**config.mk**
```make
export PLATFORM = sky130hd
export DESIGN_NAME = opb_register_bank_simulink2ppc
export DESIGN_NICKNAME = d
export VERILOG_FILES = /design/src/rtl/opb_register_bank_simulink2ppc.sv
export SDC_FILE = /design/constraint.sdc
export NUM_CORES = 1
export LEC_CHECK = 0
export BUFFER_PORTS_ARGS = -buffer_cell sky130_fd_sc_hd__buf_2
export CAP_MARGIN = 20
export CELL_PAD_IN_SITES_DETAIL_PLACEMENT = 1
export CELL_PAD_IN_SITES_GLOBAL_PLACEMENT = 2
export CORE_ASPECT_RATIO = 1.1
export CORE_MARGIN = 2
export CORE_UTILIZATION = 33
export CTS_BUF_LIST = sky130_fd_sc_hd__clkbuf_4 sky130_fd_sc_hd__clkbuf_8 sky130_fd_sc_hd__clkbuf_16
export CTS_CLUSTER_DIAMETER = 30
export CTS_CLUSTER_SIZE = 28
export DETAILED_ROUTE_END_ITERATION = 7
export PLACE_DENSITY_LB_ADDON = 0.3
export SLEW_MARGIN = 20
export SYNTH_ARGS = -nofsm -noshare
export SYNTH_HDL_FRONTEND = slang
export SYNTH_SLANG_ARGS = --single-unit
export TNS_END_PERCENT = 50
```
**constraint.sdc**
```tcl
create_clock -name OPB_Clk -period 2.55 [get_ports OPB_Clk]
set_input_delay 0.255 -clock OPB_Clk [delete_from_list [all_inputs] [get_ports OPB_Clk]]
set_output_delay 0.255 -clock OPB_Clk [all_outputs]
set_load 0.1 [all_outputs]
```
**src/rtl/opb_register_bank_simulink2ppc.sv**
```systemverilog
// Read-only OPB register bank: captures C_NUM_REGS fabric words into a coherent snapshot bank.
// Optional overrun STATUS register is built when OVF_STATUS_EN is defined.
module opb_register_bank_simulink2ppc #(
    parameter int                      C_OPB_AWIDTH  = 32,
    parameter int                      C_OPB_DWIDTH  = 32,
    parameter logic [C_OPB_AWIDTH-1:0] C_BASEADDR    = 32'h01008100,
    parameter logic [C_OPB_AWIDTH-1:0] C_HIGHADDR    = 32'h010081FF,
    parameter int                      C_NUM_REGS    = 4,
    parameter int                      C_USER_DWIDTH = 32,
    parameter string                   C_FAMILY      = "virtex5"
) (
    input  logic                                  OPB_Clk,
    input  logic                                  OPB_Rst,
    input  logic [0:C_OPB_AWIDTH-1]               OPB_ABus,
    input  logic [0:3]                            OPB_BE,
    input  logic [0:31]                           OPB_DBus,
    input  logic                                  OPB_RNW,
    input  logic                                  OPB_select,
    input  logic                                  OPB_seqAddr,
    output logic [0:31]                           Sl_DBus,
    output logic                                  Sl_xferAck,
    output logic                                  Sl_errAck,
    output logic                                  Sl_retry,
    output logic                                  Sl_toutSup,
    input  logic [C_NUM_REGS*C_USER_DWIDTH-1:0]   user_data_in,
    input  logic [C_NUM_REGS-1:0]                 user_valid
);

    typedef enum logic [1:0] {IDLE, ACK, WAIT} state_t;
    state_t state, state_nxt;

    logic [C_OPB_AWIDTH-1:0] addr, off;
    logic [31:0] wdata, rd_val, status_val;
    logic        in_win, ack, wr_ctrl, snap_req, auto_en;
    logic [C_NUM_REGS-1:0][C_USER_DWIDTH-1:0] shadow, shadow_nxt, snap;

    // Vector assignment maps big-endian bus bit 31 onto the value LSB.
    assign addr   = OPB_ABus;
    assign wdata  = OPB_DBus;
    assign in_win = (addr >= C_BASEADDR) && (addr <= C_HIGHADDR);
    assign off    = (addr - C_BASEADDR) >> 2;

    assign Sl_errAck  = 1'b0;
    assign Sl_retry   = 1'b0;
    assign Sl_toutSup = 1'b0;

    always_ff @(posedge OPB_Clk) begin
        if (OPB_Rst) state <= IDLE;
        else         state <= state_nxt;
    end

    always_comb begin
        state_nxt = state;
        case (state)
            IDLE:    if (OPB_select && in_win) state_nxt = ACK;
            ACK:     state_nxt = WAIT;
            WAIT:    if (!OPB_select) state_nxt = IDLE;
            default: state_nxt = IDLE;
        endcase
    end

    // Reset during the ACK cycle suppresses the acknowledge of the aborted transfer.
    always_comb begin
        ack = 1'b0;
        if (state == ACK && !OPB_Rst) ack = 1'b1;
    end

    assign Sl_xferAck = ack;
    assign Sl_DBus    = ack ? rd_val : 32'h0;
    assign wr_ctrl    = ack && !OPB_RNW && (off == C_NUM_REGS) && OPB_BE[3];

    always_comb begin
        shadow_nxt = shadow;
        for (int i = 0; i < C_NUM_REGS; i++)
            if (user_valid[i]) shadow_nxt[i] = user_data_in[i*C_USER_DWIDTH +: C_USER_DWIDTH];
    end

    // The snapshot copies the post-capture shadow, so a same-cycle capture is included.
    always_ff @(posedge OPB_Clk) begin
        if (OPB_Rst) begin
            shadow   <= '0;
            snap     <= '0;
            auto_en  <= 1'b1;
            snap_req <= 1'b0;
        end else begin
            shadow   <= shadow_nxt;
            if (auto_en || snap_req) snap <= shadow_nxt;
            snap_req <= wr_ctrl && wdata[1];
            if (wr_ctrl) auto_en <= wdata[0];
        end
    end

`ifdef OVF_STATUS_EN
    logic [C_NUM_REGS-1:0] pend, ovf;
    logic [31:0] be_mask;
    logic        wr_stat;

    assign be_mask = {{8{OPB_BE[0]}}, {8{OPB_BE[1]}}, {8{OPB_BE[2]}}, {8{OPB_BE[3]}}};
    assign wr_stat = ack && !OPB_RNW && (off == C_NUM_REGS + 1);

    always_ff @(posedge OPB_Clk) begin
        if (OPB_Rst) begin
            pend <= '0;
            ovf  <= '0;
        end else begin
            for (int i = 0; i < C_NUM_REGS; i++) begin
                if (auto_en || snap_req) pend[i] <= 1'b0;
                else if (user_valid[i])  pend[i] <= 1'b1;
                if (user_valid[i] && !auto_en && pend[i])
                    ovf[i] <= 1'b1;
                else if (wr_stat && wdata[31-i] && be_mask[31-i])
                    ovf[i] <= 1'b0;
            end
        end
    end

    always_comb begin
        status_val = '0;
        for (int i = 0; i < C_NUM_REGS; i++) status_val[31-i] = ovf[i];
    end
`else
    assign status_val = '0;
`endif

    always_comb begin
        rd_val = '0;
        for (int i = 0; i < C_NUM_REGS; i++)
            if (off == i) rd_val[C_USER_DWIDTH-1:0] = snap[i];
        if (off == C_NUM_REGS)     rd_val[0] = auto_en;
        if (off == C_NUM_REGS + 1) rd_val    = status_val;
    end

    logic unused;
    assign unused = ^{OPB_seqAddr, wdata, OPB_BE};

endmodule

```
Word-level counts from Yosys, hierarchy flattened
Index checks and enable logic that the tools add are counted.
W data, S select, Z words.
{ "op_classes": {"addsub": 1, "magnitude_cmp": 2, "n_eq_ne": 9, "muxes": 15, "reduce_logical": 13} }
{ "op_table": {"columns": ["op", "count"], "rows": [
  ["$mux W32", 10],
  ["$eq A30 B2 Y1 const B", 2],
  ["$eq A30 B3 Y1 const B", 2],
  ["$ge A32 B25 Y1 const B", 1],
  ["$le A32 B25 Y1 const B", 1],
  ["$logic_not A32 Y1", 1],
  ["$sub A32 B25 Y32 const B", 1],
  ["$eq A30 B1 Y1 const B", 1],
  ["$logic_and A1 B1 Y1", 7],
  ["$pmux W2 S3", 1],
  ["$mux W2", 2],
  ["$ne A2 B2 Y1 const B", 2],
  ["$eq A2 B1 Y1 const B", 1],
  ["$eq A2 B2 Y1 const B", 1],
  ["$logic_not A1 Y1", 2],
  ["$logic_not A2 Y1", 1],
  ["$mux W1", 2],
  ["$reduce_and A2 Y1", 1],
  ["$logic_or A1 B1 Y1", 1]
]} }
{ "word_totals": {"regBits": 260, "input_bits": 205, "word_cells": 51} }

Depth between registers and ports, before layout
Gate-level depths: netlist (run 1).
{ "depth": {"word_depth": 9, "mapped_depth": 7} }

Least setup slack after synthesis (run 1)
Ideal clock, no wire load.
{ "synth_timing": {"path_type": "in2out", "startpoint": "input OPB_ABus[18] in the netlist's numbering", "endpoint": "output Sl_DBus[0] in the netlist's numbering", "arrival_time_ns": 4.910, "required_ns": 2.295, "slack_ns": -2.615, "cell_stages": 6, "cell_sequence": "nor3_2 > a31oi_1 > or4_4 > a2111oi_4 > nand3_4 > nor4b_1"} }
{ "synth_via": {"elab_chain_cells": 8, "word_cells_on_any_way": 12, "cone_classes": "1 x add/sub; 4 x eq/ne; 6 x mux; 1 x reduce/logical"} }
{ "synth_lines": {"columns": ["item", "line", "text"], "rows": [
  ["start, declared", "14", "input logic [0:C_OPB_AWIDTH-1] OPB_ABus,"],
  ["$sub A32 B25 Y32 *", "41", "assign off = (addr - C_BASEADDR) >> 2;"],
  ["$logic_not A32 Y1", "128", "if (off == i) rd_val[C_USER_DWIDTH-1:0] = snap[i];"],
  ["$mux W32 (4 in series)", "128", null],
  ["$mux W32 *", "130", "if (off == C_NUM_REGS + 1) rd_val = status_val;"],
  ["$mux W32 *", "69", "assign Sl_DBus = ack ? rd_val : 32'h0;"],
  ["end, declared", "20", "output logic [0:31] Sl_DBus,"]
]} }
Mark *: on every way between the ends. The rest lies on a longest branch, timed or not.

Worst setup path after layout (run 1)
{ "layout_timing": {"startpoint": "input OPB_ABus[11] in the netlist's numbering", "endpoint": "output Sl_DBus[29] in the netlist's numbering"} }
Same word-level chain as after synthesis.

==> impl_metrics.py, run 1 <==
metrics = {
    "cts": {
        "cts_sinks": 260,
        "cts_tree": "yes",
        "cts_root_buf": "clkbuf_16",
        "cts_buffers": 68,
        "clockBufferDepth": 3,
        "path_clk_slew_ps": 40,
        "clk_latency_ps": 560,
        "htree_levels": 3,
    },
    "pwr": {
        "ir_worst_vdd_v": 0.000577,
        "p_comb_frac": 0.075,
        "pwr-share-clk": 0.624,
        "power.switching_w": 0.00326,
        "total_power_w": 0.0147,
        "powerDensity_nw_per_um2": 870,
        "p_seq_frac": 0.301,
        "swShare": 0.222,
        "internal-power_w": 0.0114,
        "leakage_nw": 7.58,
    },
    "timing": {
        "slew_viol_final": 0,
        "fmax_ghz": 0.346,
        "period_needed_ps": 2890,
        "fin_crit_sh": 1.13,
        "grt_setup_unrepaired": "yes",
        "worst_pin_slew_ps": 679,
        "max_slew_margin": 0.547,
        "setup_viol": 32,
        "hold_violations": 0,
        "setup_ws_ps": -339,
        "fin_skew_ps": 17.6,
    },
    "setup_path": {
        "cp.arrival_ps": 2630,
        "cp_slowest_cell": "or4_4",
        "crit_path_cell_trace": "buf_2, nor4_4, nand2_1, or4_4, a2111oi_4, nand3_4, buf_12, nor4b_4, buf_12",
        "r2r-end": "snap_req",
        "crit_top_cell": "buf_12",
        "cpPeakStageDelay_ps": 550,
        "crit_type": "input pin to output port",
        "endpoint_kind": "output port",
        "cpLargestDelayFamily": "simple AND/OR/NAND/NOR gates",
        "rrSetupSlack_ps": 680,
        "path_buf_inv": 3,
        "reg2reg_depth": 7,
        "reg2reg_from": "state[1]",
        "worstPathRequired_ps": 2300,
        "worstSetupStartpointType": "input pin",
        "critPathMaxFanout": 22,
    },
    "hold_path": {
        "min_path_cells": 3,
        "min_to": "shadow[22]",
        "hold_path.class": "input pin to flip-flop",
        "min_from": "user_data_in[22]",
    },
    "layout": {
        "diodes": 0,
        "drive_above_1_share": 0.272,
        "n_fill_cell": 3532,
        "area_delta_synth_final_pct": 55.7,
        "finish.utilization": 0.522,
        "stdcell_count": 1968,
        "final_nets": 1697,
    },
    "outcome": {
        "violations": "setup timing",
        "outcome": "complete, but fails checks",
    },
    "yosys": {
        "synth_most_common_cell": "nor2_1",
        "async_flop_share": 0,
        "synth_area_leader_cell": "dfxtp_1",
        "ys_top_cells_by_area": "dfxtp_1, mux2i_1, nor2_1, a211oi_1, o21ai_0",
        "synth_commonest_cells": "nor2_1, dfxtp_1, mux2i_1",
        "ys_ff_latch": 260,
        "ys_seq_area_frac": 0.481,
        "synth_ff_type": "dfxtp_1",
        "syn_area_per_cell_um2": 9.26,
        "netlist_area_um2": 10800,
        "synth_enable_flop_cells": 0,
        "netlist_instances": 1170,
        "synth.distinct_cells": 46,
        "yosysTopAreaCellShare": 0.481,
        "yosysWarnings": 0,
    },
    "floorplanning": {
        "initial_core_util": 0.335,
        "die_h_um": 194,
        "die_x_um": 177,
        "ioPinCount": 241,
        "die_area_um2": 34300,
        "num_rows": 69,
        "core_area_um2": 32300,
    },
    "detailed_routing": {
        "viasPerCell": 4.94,
        "drt-pass1-iter-count": 4,
        "wl_mm": 35.1,
        "drtIter0Drc": 391,
        "drcViolationCount": 0,
        "wl_per_cell_um": 17.9,
        "drt.antenna.violating_nets": 0,
        "vias": 9725,
    },
    "place": {
        "dpl.hpwl_mm": 22.3,
        "port_buffers": 201,
        "placed_cells": 1738,
        "gp_congestion": 0.823,
        "dp_slack_ps": -413,
    },
    "global_routing": {
        "grt.total_usage": 0.206,
        "grt_pass1_vias": 10300,
        "grt_pass1_wl_mm": 55.9,
        "grt_antenna_before_repair": 0,
        "grt_max_degree": 134,
        "overflow": 0,
    },
    "job": {
        "cap_violations": 0,
    },
}
## cell usage in the layout (no fill, tap or decap), types with 4 or more instances in the layout
cell,n
clkinvlp_4,4
buf_2,168
clkinv_2,10
clkbuf_4,8
nand2_1,66
inv_1,6
a211oi_1,129
clkbuf_16,68
bufinv_16,13
dfxtp_1,260
clkbuf_8,11
nor4_1,4
o21ai_0,96
a21oi_1,4
dlygate4sd3_1,108
nor2_1,263
nor4b_4,31
buf_4,36
nor3_1,5
buf_12,46
mux2i_1,160
## worst reg2reg max path: stages, from the launching register on
cell	delay, ps
dfxtp_1	360
nor2_1	100
nand2_4	290
buf_12	320
inv_1	120
and3_1	150
and4_2	230
and3b_1	190
## final cells by class
class / count / area [um^2] / area share
clock buffer: 86 / 1900 / 0.113
clock inverter: 34 / 577 / 0.0342
inverter: 6 / 22.5 / 0.00134
multi-input combinational: 797 / 5490 / 0.326
sequential: 260 / 5200 / 0.309
tap: 426 / 533 / 0.0316
timing repair buffer: 359 / 3130 / 0.185
## cells by family (layout without fill, tap and decap cells)
group | Yosys count | after routing | share of synthesized area
other | 1 | 3 | 0.000346
DFF | 260 | 260 | 0.481
muxes | 162 | 162 | 0.151
buffers and inverters | 115 | 485 | 0.0430
AOI/OAI and AO/OA | 242 | 242 | 0.147
and+or+nand+nor | 390 | 390 | 0.178
## registers in the layout, indices dropped and copies added (netlist names)
register and flops:
auto_en 1, shadow 128, snap 128, snap_req 1, state 2
## power groups by stage
stage	clock network, W	logic [W]	registers, W
2_1_floorplan	0	0.000581	0.00445
3_3_place_gp	0	0.000943	0.00447
3_5_place_dp	0	0.000957	0.00448
4_1_cts	0.00932	0.00110	0.00441
5_1_grt	0.00956	0.00121	0.00444
6_report	0.00915	0.00110	0.00442
## what timing repair did
| item | CTS | global route |
|---|---|---|
| resized for setup | 1 | 1 |
| endpoints found under the setup margin | 32 | 32 |
| endpoints found under the hold margin | 108 | 0 |
| pin swaps | 1 | 0 |
| hold buffers | 108 | 0 |
| buffers inserted | 1 | 1 |
## layer usage
| metal | part of all wire | up-vias | global-route usage |
|---|---|---|---|
| met5 | 0 | - | 0 |
| met4 | 0.015 | 0 | 0.0594 |
| met3 | 0.047 | 51 | 0.0429 |
| met2 | 0.47 | 211 | 0.334 |
| met1 | 0.47 | 4690 | 0.274 |
| li1 | - | 4773 | - |
## worst max-delay path by stage
stage | start | endpoint | cells past startpoint
global route | OPB_ABus[14] | Sl_DBus[9] | 9
CTS | OPB_ABus[11] | Sl_DBus[29] | 9
finish | OPB_ABus[11] | Sl_DBus[29] | 9
detailed placement | OPB_ABus[20] | Sl_DBus[0] | 9
global placement | OPB_ABus[20] | Sl_DBus[0] | 9
floorplan | OPB_ABus[11] | Sl_DBus[1] | 7
## through the flow
step / hold WS (ps) / instance area (um^2) / TNS (ps)
finish: 17.8 / 16900 / -9510
detailed placement: 476 / 13300 / -12100
global placement: 467 / 13300 / -9280
floorplan: 331 / 11100 / -23040
global route: 22.6 / 16900 / -12410
CTS: 0.489 / 16800 / -9860
No activity file was read; power rests on OpenSTA's default activity.
==> inputs of run 2 (changes only) <==
SETUP_SLACK_MARGIN = 0.15   (was default)
==> impl_metrics.py, run 2 (synthesis results as in run 1) <==
metrics = {
    "detailed_routing": {
        "viasPerCell": 4.94,
        "drt.antenna.violating_nets": 0,
        "drt-pass1-iter-count": 4,
        "drcViolationCount": 0,
        "wl_per_cell_um": 17.9,
        "vias": 9723,
        "wl_mm": 35.2,
        "drtIter0Drc": 383,
    },
    "layout": {
        "drive_above_1_share": 0.272,
        "layout_commonest_cell": "nor2_1",
        "final_nets": 1697,
        "diodes": 0,
        "area_delta_synth_final_pct": 55.7,
        "finish.utilization": 0.522,
        "top_regs": "shadow: 128 flops, snap: 128 flops, state: 2 flops",
        "final_cell_mix": "nor2_1, dfxtp_1, buf_2",
        "finalInstanceArea_um2": 16900,
    },
    "global_routing": {
        "gr-usage-met3": 0.0431,
        "grt_pass1_wl_mm": 55.9,
        "grt.total_usage": 0.206,
        "use_met2": 0.334,
        "grt_max_degree": 134,
        "grt_pass1_vias": 10300,
        "globalRouteMet1Util": 0.274,
        "grt.busiest_layer": "met2",
        "overflow": 0,
        "grt_antenna_before_repair": 0,
    },
    "floorplanning": {
        "core_area_um2": 32300,
        "num_rows": 69,
        "initial_core_util": 0.335,
        "die_h_um": 194,
        "die_x_um": 177,
        "ioPinCount": 241,
        "die_area_um2": 34300,
    },
    "pwr": {
        "swShare": 0.222,
        "power.switching_w": 0.00326,
        "p_seq_frac": 0.301,
        "ir_worst_vdd_v": 0.000577,
        "leakage_nw": 7.58,
        "pwr-share-clk": 0.624,
        "powerDensity_nw_per_um2": 870,
        "internal-power_w": 0.0114,
        "p_comb_frac": 0.075,
    },
    "place": {
        "postPlaceCellArea_um2": 13300,
        "dpl.hpwl_mm": 22.3,
        "port_buffers": 201,
        "gp_congestion": 0.823,
        "dp_slack_ps": -413,
    },
    "setup_path": {
        "r2r-end": "snap_req",
        "critPathMaxFanout": 22,
        "cp_slowest_cell": "or4_4",
        "rrSetupSlack_ps": 680,
        "worstSetupStartpointType": "input pin",
        "crit_type": "input pin to output port",
        "endpoint_kind": "output port",
        "crit_path_cell_trace": "buf_2, nor4_4, nand2_1, or4_4, a2111oi_4, nand3_4, buf_12, nor4b_4, buf_12",
        "reg2reg_depth": 7,
        "crit_top_cell": "buf_12",
        "reg2reg_from": "state[1]",
        "cp.arrival_ps": 2630,
        "path_buf_inv": 3,
        "worstPathRequired_ps": 2300,
        "cpLargestDelayFamily": "simple AND/OR/NAND/NOR gates",
        "cpPeakStageDelay_ps": 540,
    },
    "cts": {
        "path_clk_slew_ps": 40,
        "cts_sinks": 260,
        "clockBufferDepth": 3,
        "htree_levels": 3,
        "cts_tree": "yes",
        "cts_buffers": 68,
        "clk_latency_ps": 560,
        "cts_root_buf": "clkbuf_16",
    },
    "hold_path": {
        "min_to": "shadow[22]",
        "min_from": "user_data_in[22]",
        "min_path_cells": 3,
        "hold_path.class": "input pin to flip-flop",
    },
    "timing": {
        "grt_setup_unrepaired": "yes",
        "hold_ws_ps": 16.2,
        "slew_viol_final": 0,
        "setup_ws_ps": -332,
        "hold_violations": 0,
        "worst_pin_slew_ps": 676,
        "setup_viol": 32,
        "fmax_ghz": 0.347,
        "fin_crit_sh": 1.13,
        "fin_skew_ps": 17.6,
        "max_slew_margin": 0.549,
        "period_needed_ps": 2880,
    },
    "job": {
        "cap_violations": 0,
    },
    "outcome": {
        "violations": "setup timing",
        "outcome": "complete, but fails checks",
    },
}
-- run 2: cell count changes in the layout (fill, tap and decap cells not counted) --
cell / previous run / this run
buf_2: 168 / 167
buf_4: 36 / 37
-- run 2: layout make-up --
cell class                 instances  area [um^2]
fill                            3530        15400
clock inverter                    34          577
tap                              426          533
multi-input combinational        797         5490
clock buffer                      86         1900
timing repair buffer             359         3130
sequential                       260         5200
inverter                           6         22.5
-- run 2: stage by stage --
step / std cells / total power (W) / setup TNS (ps)
6_report: 1968 / 0.0147 / -9290
5_1_grt: 1968 / 0.0152 / -12410
4_1_cts: 1967 / 0.0148 / -9860
3_5_place_dp: 1738 / 0.00544 / -12100
3_3_place_gp: 1738 / 0.00541 / -9280
2_1_floorplan: 1172 / 0.00503 / -23040
-- run 2: how the worst max path moves through the flow --
stage,startpoint,endpoint,slack [ps],depth (start not counted)
after floorplan,OPB_ABus[11],Sl_DBus[1],-740,7
after global placement,OPB_ABus[20],Sl_DBus[0],-310,9
after detailed placement,OPB_ABus[20],Sl_DBus[0],-410,9
after CTS,OPB_ABus[11],Sl_DBus[29],-340,9
after global routing,OPB_ABus[14],Sl_DBus[9],-420,9
final,OPB_ABus[11],Sl_DBus[29],-330,9
-- run 2: worst register-to-register path, cell delays in order, from the launching register on --
cell and delay, ps:
dfxtp_1 360, nor2_1 100, nand2_4 290, buf_12 310
inv_1 130, and3_1 150, and4_2 230, and3b_1 190
-- run 2: what timing repair did --
item / 4_1_cts / 5_1_grt
setup endpoints to repair: 33 / 32
pin swaps: 1 / 0
hold buffers: 108 / 0
gates resized for setup: 2 / 1
buffers inserted: 1 / 1
hold endpoints to repair: 108 / 0
-- run 2: per-layer routing --
metal	vias to the layer above	part of all wire
li1	4780	-
met1	4674	0.47
met2	217	0.47
met3	52	0.046
met4	0	0.015
met5	-	0
-- run 2: power groups by stage --
stage	Clock (W)	Combinational, W	Sequential, W
final	0.00915	0.00110	0.00442
after global routing	0.00956	0.00121	0.00444
after CTS	0.00932	0.00110	0.00441
after detailed placement	0	0.000957	0.00448
after global placement	0	0.000943	0.00447
after floorplan	0	0.000581	0.00445
